===== src/rtl/ooo_dispatch_pkg.sv =====
// ooo_dispatch_pkg: shared types and default latencies for execute dispatch
package ooo_dispatch_pkg;

    typedef enum logic [1:0] {
        ARITH_S     = 2'd0,
        MUL_S       = 2'd1,
        DIV_S       = 2'd2,
        LOADSTORE_S = 2'd3
    } scalar_fu_t;

    typedef struct packed {
        logic [31:0] instr;
        logic [31:0] pc;
        logic [31:0] port_a;
        logic [31:0] port_b;
        logic [31:0] imm;
        scalar_fu_t  sfu_type;
    } dispatch_payload_t;

    localparam int MUL_LATENCY_DEF = 3;
    localparam int DIV_LATENCY_DEF = 17;

endpackage


===== src/rtl/ooo_fu_occupancy.sv =====
// ooo_fu_occupancy: tracks multiplier pipe, divider countdown and lsu outstanding flag
module ooo_fu_occupancy
    import ooo_dispatch_pkg::*;
#(
    parameter int MUL_LATENCY = MUL_LATENCY_DEF,
    parameter int DIV_LATENCY = DIV_LATENCY_DEF
) (
    input  logic CLK,
    input  logic nRST,
    input  logic flush,
    input  logic mul_fire,
    input  logic div_fire,
    input  logic lsu_fire,
    input  logic lsu_done,
    output logic busy_mul,
    output logic busy_div,
    output logic busy_lsu,
    output logic lsu_block,
    output logic mul_wb_valid,
    output logic div_wb_valid
);

    localparam int CW = $clog2(DIV_LATENCY) + 1;

    logic [MUL_LATENCY-1:0] mul_sr;
    logic [CW-1:0]          div_cnt;
    logic                   lsu_q;

    assign mul_wb_valid = mul_sr[MUL_LATENCY-1];
    assign busy_mul     = |mul_sr;
    assign div_wb_valid = (div_cnt == CW'(1)) && !flush;
    // The final count cycle is the writeback cycle, so the divider is free for a new op then.
    assign busy_div     = div_cnt > CW'(1);
    assign busy_lsu     = lsu_q;
    assign lsu_block    = lsu_q && !lsu_done;

    // Advance the mul valid pipe, count down the divider, and track the lsu request.
    always_ff @(posedge CLK or negedge nRST) begin
        if (!nRST) begin
            mul_sr  <= '0;
            div_cnt <= '0;
            lsu_q   <= 1'b0;
        end else begin
            mul_sr  <= (mul_sr << 1) | MUL_LATENCY'(mul_fire);
            div_cnt <= flush ? '0 : div_fire ? CW'(DIV_LATENCY) : (div_cnt != '0) ? div_cnt - CW'(1) : div_cnt;
            lsu_q   <= lsu_fire ? 1'b1 : lsu_done ? 1'b0 : lsu_q;
        end
    end

endmodule


===== src/rtl/ooo_execute_dispatch.sv =====
// ooo_execute_dispatch: issue register that accepts decoded ops and dispatches them to scalar units
module ooo_execute_dispatch
    import ooo_dispatch_pkg::*;
#(
    parameter int MUL_LATENCY = MUL_LATENCY_DEF,
    parameter int DIV_LATENCY = DIV_LATENCY_DEF
) (
    input  logic        CLK,
    input  logic        nRST,
    input  logic        dec_valid,
    output logic        dec_ready,
    input  scalar_fu_t  dec_sfu_type,
    input  logic [31:0] dec_instr,
    input  logic [31:0] dec_pc,
    input  logic [31:0] dec_port_a,
    input  logic [31:0] dec_port_b,
    input  logic [31:0] dec_imm,
    input  logic        flush,
    input  logic        lsu_done,
    output logic [3:0]  iss_valid,
    output logic [31:0] iss_instr,
    output logic [31:0] iss_pc,
    output logic [31:0] iss_port_a,
    output logic [31:0] iss_port_b,
    output logic [31:0] iss_imm,
    output logic        busy_mul,
    output logic        busy_div,
    output logic        busy_lsu,
    output logic        mul_wb_valid,
    output logic        div_wb_valid
);

    dispatch_payload_t pl;
    logic              held;
    logic              lsu_block;
    logic              blocked;
    logic              fire;
    logic              accept;

    assign blocked    = held && ((pl.sfu_type == DIV_S && busy_div) || (pl.sfu_type == LOADSTORE_S && lsu_block));
    assign fire       = held && !blocked && !flush;
    assign dec_ready  = !flush && (!held || fire);
    assign accept     = dec_valid && dec_ready;
    assign iss_valid  = fire ? 4'b0001 << pl.sfu_type : 4'b0000;
    assign iss_instr  = pl.instr;
    assign iss_pc     = pl.pc;
    assign iss_port_a = pl.port_a;
    assign iss_port_b = pl.port_b;
    assign iss_imm    = pl.imm;

    // Load a new op on accept; otherwise drop it once issued or squashed, keeping the payload stable.
    always_ff @(posedge CLK or negedge nRST) begin
        if (!nRST) begin
            held <= 1'b0;
            pl   <= '0;
        end else if (accept) begin
            held <= 1'b1;
            pl   <= '{dec_instr, dec_pc, dec_port_a, dec_port_b, dec_imm, dec_sfu_type};
        end else if (fire || flush) begin
            held <= 1'b0;
        end
    end

    ooo_fu_occupancy #(
        .MUL_LATENCY(MUL_LATENCY),
        .DIV_LATENCY(DIV_LATENCY)
    ) u_occ (
        .CLK         (CLK),
        .nRST        (nRST),
        .flush       (flush),
        .mul_fire    (iss_valid[MUL_S]),
        .div_fire    (iss_valid[DIV_S]),
        .lsu_fire    (iss_valid[LOADSTORE_S]),
        .lsu_done    (lsu_done),
        .busy_mul    (busy_mul),
        .busy_div    (busy_div),
        .busy_lsu    (busy_lsu),
        .lsu_block   (lsu_block),
        .mul_wb_valid(mul_wb_valid),
        .div_wb_valid(div_wb_valid)
    );

endmodule

===== config.mk =====
export PLATFORM = sky130hd
export DESIGN_NAME = ooo_execute_dispatch
export DESIGN_NICKNAME = d
export VERILOG_FILES = /design/src/rtl/ooo_dispatch_pkg.sv /design/src/rtl/ooo_fu_occupancy.sv /design/src/rtl/ooo_execute_dispatch.sv
export SDC_FILE = /design/constraint.sdc
export NUM_CORES = 1
export LEC_CHECK = 0
export ABC_AREA = 1
export CORE_MARGIN = 3
export CORE_UTILIZATION = 48
export CTS_CLUSTER_SIZE = 30
export DETAILED_ROUTE_END_ITERATION = 12
export MAX_ROUTING_LAYER = met4
export PLACE_DENSITY = 0.87
export SETUP_SLACK_MARGIN = 0.5
export SLEW_MARGIN = 30
export SYNTH_ARGS = -nofsm -noshare
export SYNTH_HDL_FRONTEND = slang
export SYNTH_SLANG_ARGS = --single-unit

===== constraint.sdc =====
create_clock -name CLK -period 5.5 [get_ports CLK]
set_clock_uncertainty 0.15 [all_clocks]
set_input_delay 1.375 -clock CLK [delete_from_list [all_inputs] [get_ports CLK]]
set_output_delay 1.375 -clock CLK [all_outputs]
set_load 0.01 [all_outputs]

======== Word-level counts from Yosys, hierarchy flattened ========
Cells that the tools add are included.
word-level totals
  output and inout bits ................... 170
  input bits .............................. 167
  register bits after elaboration ......... 173
  logic and storage cells ................. 46
cells by class
  shift operators ......................... 1
  eq/ne operators ......................... 3
  $add $sub $neg .......................... 1
  bitwise gates (word level) .............. 1
  reductions and logical operators ........ 21
  mux-type cells .......................... 8
  order comparisons ....................... 1
operator list
  kind                   number
  $mux W6                3
  $logic_and A1 B1 Y1    9
  $eq A6 B1 Y1 const B   1
  $gt A6 B1 Y1 const B   1
  $reduce_bool A6 Y1     1
  $sub A6 B1 Y6 const B  1
  $eq A2 B2 Y1 const B   2
  $logic_not A1 Y1       4
  $mux W1                4
  $mux W4                1
  $reduce_bool A2 Y1     2
  $shl A1 B2 Y4 const A  1
  $logic_or A1 B1 Y1     3
  $or A3 B1 Y3           1
  $reduce_bool A3 Y1     1
  $reduce_or A3 Y1       1

======== Depth between registers and ports, before layout ========
  depth in word-level cells ............... 12
  gate-level depth with buffers ........... 13
  depth with buffers taken out ............ 11

======== Modules after synthesis ========
A second synthesis with hierarchy kept.
unflattened totals
  cells, all modules ...................... 961
  area, all modules ....................... 8559.5 um^2
by module, submodules not included
  module                instances  cells an instance  area an instance (um^2)  seq. area each (um^2)
  ooo_execute_dispatch  1          896                7996.4                   4078.9
  ooo_fu_occupancy      1          65                 563.0                    250.2

======== Least setup slack after synthesis ========
No wires, ideal clock.
  path kind ............................... input-to-output
  from .................................... input port flush
  to ...................................... output port iss_valid[0]
  data required time ...................... 3.975 ns
  data arrival time ....................... 1.901 ns
  path buffers ............................ 0
  stages .................................. 3
  setup slack ............................. 2.074 ns
  path through ............................ nor2_1 nand3_1 nor3_1
on the way
  longest elaborated chain between the ends .. 3
ends and longest elaborated chain
  element              line                        source
  start, declared      ooo_execute_dispatch.sv:18  input logic flush,
  $logic_not A1 Y1     ooo_execute_dispatch.sv:41  assign fire = held && !blocked && !flush;
  $logic_and A1 B1 Y1  ooo_execute_dispatch.sv:41
  $mux W4              ooo_execute_dispatch.sv:44  assign iss_valid = fire ? 4'b0001 << pl.sfu_type : 4'b0000;
  end, declared        ooo_execute_dispatch.sv:20  output logic [3:0] iss_valid,
Every way passes these cells.

======== Worst setup path after layout ========
Same ends and word-level chain as after synthesis.

==> flow_metrics.tcl <==
set metrics [dict create \
    comb_power_share 0.295 \
    initialDrtViolationCount 410 \
    critical_path.max_stage_delay_ps 580 \
    yosysWarnings 0 \
    worst_setup_path_start_kind "input port" \
    viasPerCell 5.24 \
    grt_pass1_vias 6758 \
    cp-startpoint "flush" \
    min_from "u_occ.mul_sr[1]" \
    insertion_delay_ps 410 \
    clkTransAtPathRegs_ps 60 \
    initial_core_util 0.492 \
    p_per_area_nw_per_um2 350 \
    fin_nets 1259 \
    synth_area_um2 8510 \
    crit_top_cell "clkdlybuf4s50_1" \
    p_int_w 0.00273 \
    timing.rr.start "u_occ.div_cnt[0]" \
    final_util 0.649 \
    finalSetupViolCount 0 \
    h-tree-depth 4 \
    end_kind "output pin" \
    ant_nets 0 \
    swShare 0.304 \
    cts_buffer_depth 2 \
    grt_max_degree 95 \
    cts_tree "built" \
    grt_pass1_wl_mm 36.1 \
    rsz0062_at_grt "no" \
    seq_area_frac_synth 0.509 \
    wl_per_cell_um 17.3 \
    worst_pin_slew_ps 947 \
    drt_wl_total_mm 22.9 \
    p_leak_nw 5.31 \
    fillCellCount 1396 \
    drive_gt1_frac 0.0455 \
    hold_buffers 0 \
    final_max_slew_viol_count 0 \
    required_ps 3970 \
    path_cells "clkdlybuf4s50_1 > nor2_1 > nand3_1 > nor3_1 > clkdlybuf4s50_1" \
    dp_hpwl_mm 15.4 \
    path_class "input port to output pin" \
    worst_slew_margin_rel 0.369 \
    gp_congestion 0.861 \
    final_area_um2 11200 \
    fp.coreArea_um2 17300 \
    antenna_found_initial 0 \
    die_w_um 139 \
    hold_viol_final 0 \
    status "completed" \
    n_antenna_cell 0 \
    rows 48 \
    ys_ff_latch 173 \
    cp_max_fo 7 \
    yosysUniqueCellTypes 25 \
    mostFrequentLayoutCells "334 x nand2_1, 334 x clkdlybuf4s50_1, 173 x dfrtp_1" \
    multiInputGateArea_um2 2530 \
    drc_errors 0 \
    grt_use_total 0.239 \
    placed_area_um2 10600 \
    syn_avg_cell_area_um2 8.89 \
    max_cap_violations 0 \
    seqPwrFrac 0.413 \
    hold_path.class "flip-flop to flip-flop" \
    drtPass1Iterations 5 \
    fin_crit_ps 4560 \
    numCtsBuffers 17 \
    fmax_ghz 0.219 \
    chipHeight_um 139 \
    p_sw_w 0.00119 \
    grt_overflow 0 \
    syn_nets 1127 \
    cts-resized-gates 0 \
    pin_count 337 \
    final_cell_count_no_fill 1325 \
    io_buffers 336 \
    critPathSlowestCell "clkdlybuf4s50_1" \
    cts_setup_buffers 0 \
    seq_area_um2 4330 \
    arrival_ps 3030 \
    clkPwrFrac 0.292 \
    fin_tns_setup_ps 0 \
    postSynthCellCount 957 \
    cts-root-buf "clkbuf_16" \
    fin_crit_sh 0.829 \
    vias 6940 \
    cts_sinks 173 \
    die-area_um2 19400 \
    reg2reg_setup_slack_ps 2720 \
    ir_drop_mv 0.199 \
    areaGrowthSynthToFinish_pct 31.8 \
    placed_cells_incl_taps 1294 \
]
metrics by stage:
stage               total power, W  worst slack [ps]  hold slack [ps]
floorplan                  0.00239              2070              198
detailed placement         0.00280               941              219
global route               0.00413               862              247
CTS                        0.00396               940              234
finish                     0.00393               943              229
global placement           0.00277               988              209
layer usage:
layer / wire [um] / up-vias / track usage
met2: 11000 / 312 / 0.372
met1: 9390 / 3309 / 0.298
li1: - / 3279 / -
met4: 622 / 0 / 0.0798
met5: 0 / - / -
met3: 1910 / 40 / 0.0755
cell usage after synthesis:
| library cell | n | area (um2) |
|---|---|---|
| nor2_2 | 2 | 12.5 |
| nand4_1 | 163 | 1020 |
| o22ai_1 | 1 | 6.26 |
| nand3_4 | 1 | 17.5 |
| nand3_2 | 1 | 10.0 |
| a21oi_1 | 4 | 20.0 |
| inv_1 | 13 | 48.8 |
| nand3_1 | 3 | 15.0 |
| buf_4 | 163 | 1220 |
| or2_2 | 2 | 12.5 |
| dfrtp_1 | 173 | 4330 |
| ha_1 | 3 | 37.5 |
| nor2_1 | 10 | 37.5 |
| o31ai_1 | 1 | 7.51 |
| nor3_1 | 2 | 10.0 |
| xor2_1 | 2 | 17.5 |
| nand2_1 | 334 | 1250 |
| or3_1 | 1 | 6.26 |
| buf_1 | 9 | 33.8 |
| buf_8 | 1 | 15.0 |
| nand2_2 | 1 | 6.26 |
| buf_6 | 9 | 101 |
| buf_2 | 33 | 165 |
| o21ai_0 | 6 | 30.0 |
| clkbuf_1 | 19 | 71.3 |
area by class of cell:
class	instances	area share
inverter	13	0.00457
tap	225	0.0251
timing repair buffer	347	0.309
sequential	173	0.386
multi-input combinational	537	0.226
clock buffer	19	0.0395
clock inverter	11	0.00970
flip-flops by register name (all words and copies together) (netlist names):
name / flops
iss_imm: 32
iss_instr: 32
iss_pc: 32
iss_port_a: 32
iss_port_b: 32
u_occ.div_cnt: 6
u_occ.mul_sr: 3
pl: 2
held: 1
u_occ.busy_lsu: 1
power groups by stage:
stage / logic [W] / clock network, W / registers, W
after detailed placement: 0.00117 / 0 / 0.00164
after CTS: 0.00117 / 0.00117 / 0.00162
after floorplan: 0.000781 / 0 / 0.00161
after global routing: 0.00126 / 0.00122 / 0.00165
after global placement: 0.00114 / 0 / 0.00163
final: 0.00116 / 0.00115 / 0.00162
path summary, 6_finish.rpt:
kind / endpoint / cells past startpoint
setup reg to reg: iss_instr[28] / 13
min in group asynchronous: iss_port_b[23] / 1
setup / recovery: iss_valid[0] / 5
hold / removal: u_occ.mul_sr[2] / 0
max in group asynchronous: iss_port_b[31] / 2
hold reg to reg: u_occ.mul_sr[2] / 0
critical path, delay by kind of cell:
family / cells / cell delay (ps)
buffers and inverters: 2 / 1130
AND/OR/NAND/NOR: 3 / 530
logic make-up (layout without fill, tap and decap cells):
group	count (synthesis)	after routing	synth area share
AND/OR/NAND/NOR	520	520	0.282
flip-flops	173	173	0.509
buffers and inverters	247	390	0.195
adder cells (fa/ha/maj)	3	3	0.00441
XOR/XNOR	2	2	0.00206
AO/OA/AOI/OAI	12	12	0.00750
Note: power is estimated with default switching activity, not from simulation.
